## src/rtl/bp_pkg.sv

```systemverilog
// Shared definitions for the gshare branch direction predictor.
// The branch control unit uses the same opcode-class constant to decode op_f_i.
package bp_pkg;

  // Predictor lifecycle: table initialisation sweep, then normal operation
  typedef enum logic [0:0] {
    BP_INIT = 1'b0,
    BP_RUN  = 1'b1
  } bp_state_e;

  // Fetch opcode class that marks a conditional branch
  localparam logic [1:0] BP_OP_BRANCH = 2'b11;

  // Weakly-not-taken value for a counter of the given width (0 for 1-bit counters)
  function automatic int bp_wnt_init(input int ctrBits);
    return (1 << (ctrBits - 1)) - 1;
  endfunction

endpackage

```

## src/rtl/sat_counter_update.sv

```systemverilog
// Next-value logic for a CTR_BITS-wide saturating up/down counter.
// Counts up on taken and down on not-taken, holding at either end without wrapping.
module sat_counter_update #(
  parameter int CTR_BITS = 2
) (
  input  logic [CTR_BITS-1:0] i_ctr,
  input  logic                i_taken,
  output logic [CTR_BITS-1:0] o_ctr_next
);

  localparam logic [CTR_BITS-1:0] CTR_MAX = {CTR_BITS{1'b1}};

  // Move one step toward the resolved direction, clamping at the limits
  always_comb begin
    o_ctr_next = i_ctr;
    if (i_taken && (i_ctr != CTR_MAX)) begin
      o_ctr_next = i_ctr + CTR_BITS'(1);
    end else if (!i_taken && (i_ctr != '0)) begin
      o_ctr_next = i_ctr - CTR_BITS'(1);
    end
  end

endmodule

```

## src/rtl/branch_predictor_gshare.sv

```systemverilog
// Gshare direction predictor: a table of saturating counters indexed by
// PC[INDEX_BITS+1:2] XOR the global history register. Prediction is a
// combinational read at fetch; training and history shifting happen at
// execute-stage resolution. After reset the table is swept to weakly-not-taken
// before predictions are enabled.
// Optional macro BRANCH_STATS_EN adds saturating resolved-branch and
// misprediction counters; without it those outputs are tied to zero.
module branch_predictor_gshare
  import bp_pkg::*;
#(
  parameter int PC_WIDTH   = 32,
  parameter int INDEX_BITS = 6,
  parameter int GHR_BITS   = 6,
  parameter int CTR_BITS   = 2
) (
  input  logic                  clk_i,
  input  logic                  reset_n_i,
  input  logic [PC_WIDTH-1:0]   pc_f_i,
  input  logic [1:0]            op_f_i,
  output logic                  pred_taken_f_o,
  output logic [INDEX_BITS-1:0] pht_idx_f_o,
  output logic                  ready_o,
  input  logic                  branch_valid_e_i,
  input  logic [INDEX_BITS-1:0] pht_idx_e_i,
  input  logic                  taken_res_e_i,
  input  logic                  pred_taken_e_i,
  output logic [31:0]           stat_branches_o,
  output logic [31:0]           stat_mispred_o
);

  localparam int                    DEPTH    = 1 << INDEX_BITS;
  localparam logic [CTR_BITS-1:0]   WNT      = CTR_BITS'(bp_wnt_init(CTR_BITS));
  localparam logic [INDEX_BITS-1:0] LAST_IDX = INDEX_BITS'(DEPTH - 1);

  bp_state_e             r_state;
  bp_state_e             w_state_next;
  logic [INDEX_BITS-1:0] r_ptr;
  logic [GHR_BITS-1:0]   r_ghr;
  logic [GHR_BITS-1:0]   w_ghr_next;
  logic [CTR_BITS-1:0]   r_pht [DEPTH];

  logic                  w_run;
  logic                  w_update;
  logic [INDEX_BITS-1:0] w_idx_f;
  logic [CTR_BITS-1:0]   w_ctr_f;
  logic [CTR_BITS-1:0]   w_ctr_e;
  logic [CTR_BITS-1:0]   w_ctr_e_next;

  assign w_run    = (r_state == BP_RUN);
  assign w_update = w_run && branch_valid_e_i;
  assign ready_o  = w_run;

  // Fetch index hashes the word-aligned PC with the zero-extended history
  assign w_idx_f     = pc_f_i[INDEX_BITS+1:2] ^ INDEX_BITS'(r_ghr);
  assign pht_idx_f_o = w_idx_f;

  // Asynchronous read: a same-cycle write is not visible until the next cycle
  assign w_ctr_f        = r_pht[w_idx_f];
  assign pred_taken_f_o = w_run && (op_f_i == BP_OP_BRANCH) && w_ctr_f[CTR_BITS-1];

  assign w_ctr_e = r_pht[pht_idx_e_i];

  sat_counter_update #(
    .CTR_BITS(CTR_BITS)
  ) u_sat_counter_update (
    .i_ctr     (w_ctr_e),
    .i_taken   (taken_res_e_i),
    .o_ctr_next(w_ctr_e_next)
  );

  // Shift the resolved direction into the history; 1-bit history just holds it
  generate
    if (GHR_BITS == 1) begin : gen_ghr_single
      assign w_ghr_next = taken_res_e_i;
    end else begin : gen_ghr_shift
      assign w_ghr_next = {r_ghr[GHR_BITS-2:0], taken_res_e_i};
    end
  endgenerate

  // Low PC bits and any bits above the index do not take part in the hash
  generate
    if (PC_WIDTH > INDEX_BITS + 2) begin : gen_pc_upper
      logic w_unused_pc;
      assign w_unused_pc = ^{pc_f_i[PC_WIDTH-1:INDEX_BITS+2], pc_f_i[1:0]};
    end else begin : gen_pc_exact
      logic w_unused_pc;
      assign w_unused_pc = ^pc_f_i[1:0];
    end
  endgenerate

  // State register; reset always returns to the initialisation sweep
  always_ff @(posedge clk_i) begin
    if (!reset_n_i) begin
      r_state <= BP_INIT;
    end else begin
      r_state <= w_state_next;
    end
  end

  // Leave the sweep once the last table entry has been written
  always_comb begin
    w_state_next = r_state;
    case (r_state)
      BP_INIT: if (r_ptr == LAST_IDX) w_state_next = BP_RUN;
      BP_RUN:  w_state_next = BP_RUN;
      default: w_state_next = BP_INIT;
    endcase
  end

  // Sweep pointer walks every table entry once while initialising
  always_ff @(posedge clk_i) begin
    if (!reset_n_i) begin
      r_ptr <= '0;
    end else if (r_state == BP_INIT) begin
      r_ptr <= r_ptr + INDEX_BITS'(1);
    end
  end

  // History is non-speculative: only resolved branches in RUN shift it
  always_ff @(posedge clk_i) begin
    if (!reset_n_i) begin
      r_ghr <= '0;
    end else if (w_update) begin
      r_ghr <= w_ghr_next;
    end
  end

  // Single write port shared by the init sweep and execute-stage training
  always_ff @(posedge clk_i) begin
    if (reset_n_i) begin
      if (r_state == BP_INIT) begin
        r_pht[r_ptr] <= WNT;
      end else if (branch_valid_e_i) begin
        r_pht[pht_idx_e_i] <= w_ctr_e_next;
      end
    end
  end

`ifdef BRANCH_STATS_EN
  logic [31:0] r_stat_branches;
  logic [31:0] r_stat_mispred;

  // Saturating counts of resolved branches and of those that were mispredicted
  always_ff @(posedge clk_i) begin
    if (!reset_n_i) begin
      r_stat_branches <= '0;
      r_stat_mispred  <= '0;
    end else if (w_update) begin
      if (r_stat_branches != 32'hFFFF_FFFF) begin
        r_stat_branches <= r_stat_branches + 32'd1;
      end
      if ((pred_taken_e_i != taken_res_e_i) && (r_stat_mispred != 32'hFFFF_FFFF)) begin
        r_stat_mispred <= r_stat_mispred + 32'd1;
      end
    end
  end

  assign stat_branches_o = r_stat_branches;
  assign stat_mispred_o  = r_stat_mispred;
`else
  logic w_unused_pred_e;
  assign w_unused_pred_e = pred_taken_e_i;
  assign stat_branches_o = '0;
  assign stat_mispred_o  = '0;
`endif

endmodule

```

## config.mk

```make
export PLATFORM = sky130hd
export DESIGN_NAME = branch_predictor_gshare
export DESIGN_NICKNAME = d
export VERILOG_FILES = /design/src/rtl/bp_pkg.sv /design/src/rtl/sat_counter_update.sv /design/src/rtl/branch_predictor_gshare.sv
export SDC_FILE = /design/constraint.sdc
export NUM_CORES = 1
export LEC_CHECK = 0
export CAP_MARGIN = 0
export CELL_PAD_IN_SITES_DETAIL_PLACEMENT = 1
export CELL_PAD_IN_SITES_GLOBAL_PLACEMENT = 2
export CORE_UTILIZATION = 30
export DETAILED_ROUTE_END_ITERATION = 10
export PLACE_DENSITY_LB_ADDON = 0.05
export SLEW_MARGIN = 20
export SYNTH_ARGS = -nofsm -noshare
export SYNTH_HDL_FRONTEND = slang
export SYNTH_SLANG_ARGS = --single-unit
```

## constraint.sdc

```tcl
create_clock -name clk_i -period 12.9 [get_ports clk_i]
set_input_delay 1.935 -clock clk_i [delete_from_list [all_inputs] [get_ports clk_i]]
set_output_delay 1.935 -clock clk_i [all_outputs]
set_load 0.02 [all_outputs]
```

==> results.yml <==
run_status:
  status: "finished, final reports clean"
floorplanning:
  design.core.area_um2: 23500
  die_area_um2: 24700
  initial_core_util_pct: 30.7
  rows: 56
  die_x_um: 157
  die_h_um: 157
  ios: 117
power:
  p_leak_nw: 2.81
  powerDensity_nw_per_um2: 130
  max-vdd-ir-drop_uv: 85.1
  total_power_mw: 1.07
clocking:
  clk_latency_ps: 430
  post_cts_buffers: 0
  holdBufCountCts: 0
  cts_resized: 0
  clk_pin_slew_worst_paths_ps: 60
  cts-root-buf: "clkbuf_16"
  htree_num_levels: 4
  numCtsBuffers: 17
  cts_buffer_depth: 2
  cts_sinks: 141
  cts_tree: "yes"
final_layout:
  drive_gt1_share_pct: 14.7
  mostFrequentLayoutCells: "edfxtp_1 (128), nor2_1 (69), conb_1 (64)"
  layout.nets: 594
  fin_cells: 878
  antenna_cells: 0
  syn_to_final_growth_pct: 13.0
  fill_cells: 2503
  mostFrequentLayoutCell: "edfxtp_1"
logic_synthesis:
  netlist_top_cells_area: "edfxtp_1 (53%), mux4_2 (12%), buf_4 (6.7%), mux4_1 (5.4%), dfxtp_1 (3.6%)"
  yosysWarnings: 0
  synth_top_cell_by_area: "edfxtp_1"
  synth-edff-count: 128
  synth_area_um2: 7240
  synth-seq-area-share_pct: 56.7
  async_flop_share_pct: 0
  ys_ff_latch: 141
  syn_avg_cell_area_um2: 14.0
  synthFlopType: "edfxtp_1"
  synth_cell_types: 45
  synth.top_cell.area_share_pct: 53.1
  synth_cells: 517
routing:
  viasPerCell: 4.79
  initialDrtViolationCount: 261
  dr.pass1.iters: 4
  vias: 4202
  antenna_left: 0
  wl_um: 19900
  wl_per_cell_um: 22.7
  remaining_drc_errors: 0
placement:
  place_hpwl_um: 13200
  port_buffers: 25
  place_ws_ps: 5460
  place.gp.congestion: 0.711
  place_inst: 846
timing:
  finalSetupTns_ps: 0
  fin_crit_sh_pct: 57.0
  postLayoutSetupSlackWorst_ps: 5550
  hold_viol_final: 0
  fin_crit_ps: 7350
  fmax_ghz: 0.136
  report.final.slew_viol_count: 0
  skew_ps: 13.4
  slew_headroom_pct: 33.5
  worst_pin_slew_ps: 990
  setup_viol: 0
  rsz0062_at_grt: "no"
global_routing:
  grt.busiest_layer: "met2"
  grt_antenna_before_repair: 0
  grt_pass1_vias: 4397
  grt.total_usage_pct: 17.2
  grt_max_degree: 65
  grt.met3_usage_pct: 2.89
  met2_usage_pct: 27.9
  grt_pass1_wl_um: 29500
  use_met1_pct: 23.5
  grt_overflow: 0
setup_path:
  path_cells: "clkdlybuf4s50_1, xnor2_1, inv_2, mux4_2, mux2i_1, o311ai_0, nor3_1, nor3_1, clkdlybuf4s50_1"
  worstSetupStartpointType: "input pin"
  critPathArrivalTime_ps: 5410
  crit_path_top_delay_cell: "xnor2_1"
  path_class: "in -> out"
  critPathRequiredTime_ps: 10970
  setup.worst_path.end_class: "output port"
  critPathMaxStageDelay_ps: 780
  crit_fanout: 11
hold_path:
  hold_path_class: "reg -> reg"
flow_run:
  maxCapViolCount: 0
-- per-layer routing --
metal  vias to the layer above  wire length [um]
met5                         -                 0
met4                         0               316
met3                        19               768
met2                       116              9500
met1                      2178              9320
li1                       1889                 -
-- critical path, delay by kind of cell --
kind                      cells  cell delay (ps)
xor gates and xnor gates      1              780
and+or+nand+nor               2              420
buffers and inverters         3             1440
muxes                         2              550
AOI/OAI and AO/OA             1              290
-- cells by family after synthesis --
| group | count (synthesis) | synth area share (%) |
|---|---|---|
| AND/OR/NAND/NOR | 162 | 10.0 |
| flip-flops | 141 | 56.7 |
| buffers and inverters | 92 | 8.68 |
| multiplexers | 63 | 18.7 |
| AO/OA/AOI/OAI | 44 | 4.01 |
| XOR/XNOR | 11 | 1.33 |
| adder cells (fa/ha/maj) | 3 | 0.519 |
| other | 1 | 0.0518 |
-- registers in the layout, indices dropped and copies added (netlist names) --
signal and count:
r_pht 128, r_ghr 6, r_ptr 6, ready_o 1
-- layout make-up --
| type | instances | area (um2) | area share (%) |
|---|---|---|---|
| flip-flops and latches | 141 | 4100 | 50.2 |
| well taps | 319 | 399 | 4.88 |
| repair buffers | 32 | 298 | 3.64 |
| clock inverters | 15 | 161 | 1.97 |
| inverters | 7 | 26.3 | 0.321 |
| clock buffers | 17 | 425 | 5.20 |
| multi-input cells | 347 | 2760 | 33.8 |
-- Yosys cell counts (all sizes together), types with 2 or more instances --
master / count
nor2: 69
a21boi: 7
nor3: 5
nand2: 44
xor2: 4
clkbuf: 10
nand3b: 5
xnor2: 7
edfxtp: 128
dfxtp: 13
and2: 8
inv: 7
nand2b: 4
mux2i: 9
or3: 5
o31ai: 3
nor2b: 3
nand3: 13
ha: 3
o21ai: 14
a21oi: 5
buf: 75
mux4: 53
nor3b: 3
o21a: 4
nand4: 2
o211ai: 4
-- path summary, 6_finish.rpt --
path | start | to | slack, ps | cells after the start
worst max register to register | r_pht[3][1] | r_pht[6][0] | 9240 | 10
worst min-delay path | r_ghr[5] | r_ghr[5] | 480 | 2
worst min register to register | r_ghr[5] | r_ghr[5] | 480 | 2
worst max-delay path | pc_f_i[3] | pred_taken_f_o | 5550 | 9
-- metrics by stage --
step / area, um2 / hold WS (ps) / utilization, %
after global routing: 8180 / 521 / 34.7
after floorplan: 7470 / 455 / -
final: 8180 / 483 / 34.7
after global placement: 7590 / 475 / 32.2
after CTS: 8180 / 492 / 34.7
after detailed placement: 7590 / 483 / 32.2
-- power breakdown --
part           total [mW]  internal (mW)  switching (mW)
Sequential          0.494          0.492         0.00193
Combinational      0.0773         0.0251          0.0522
Clock               0.494          0.287           0.207
No activity file was read; power rests on OpenSTA's default activity.
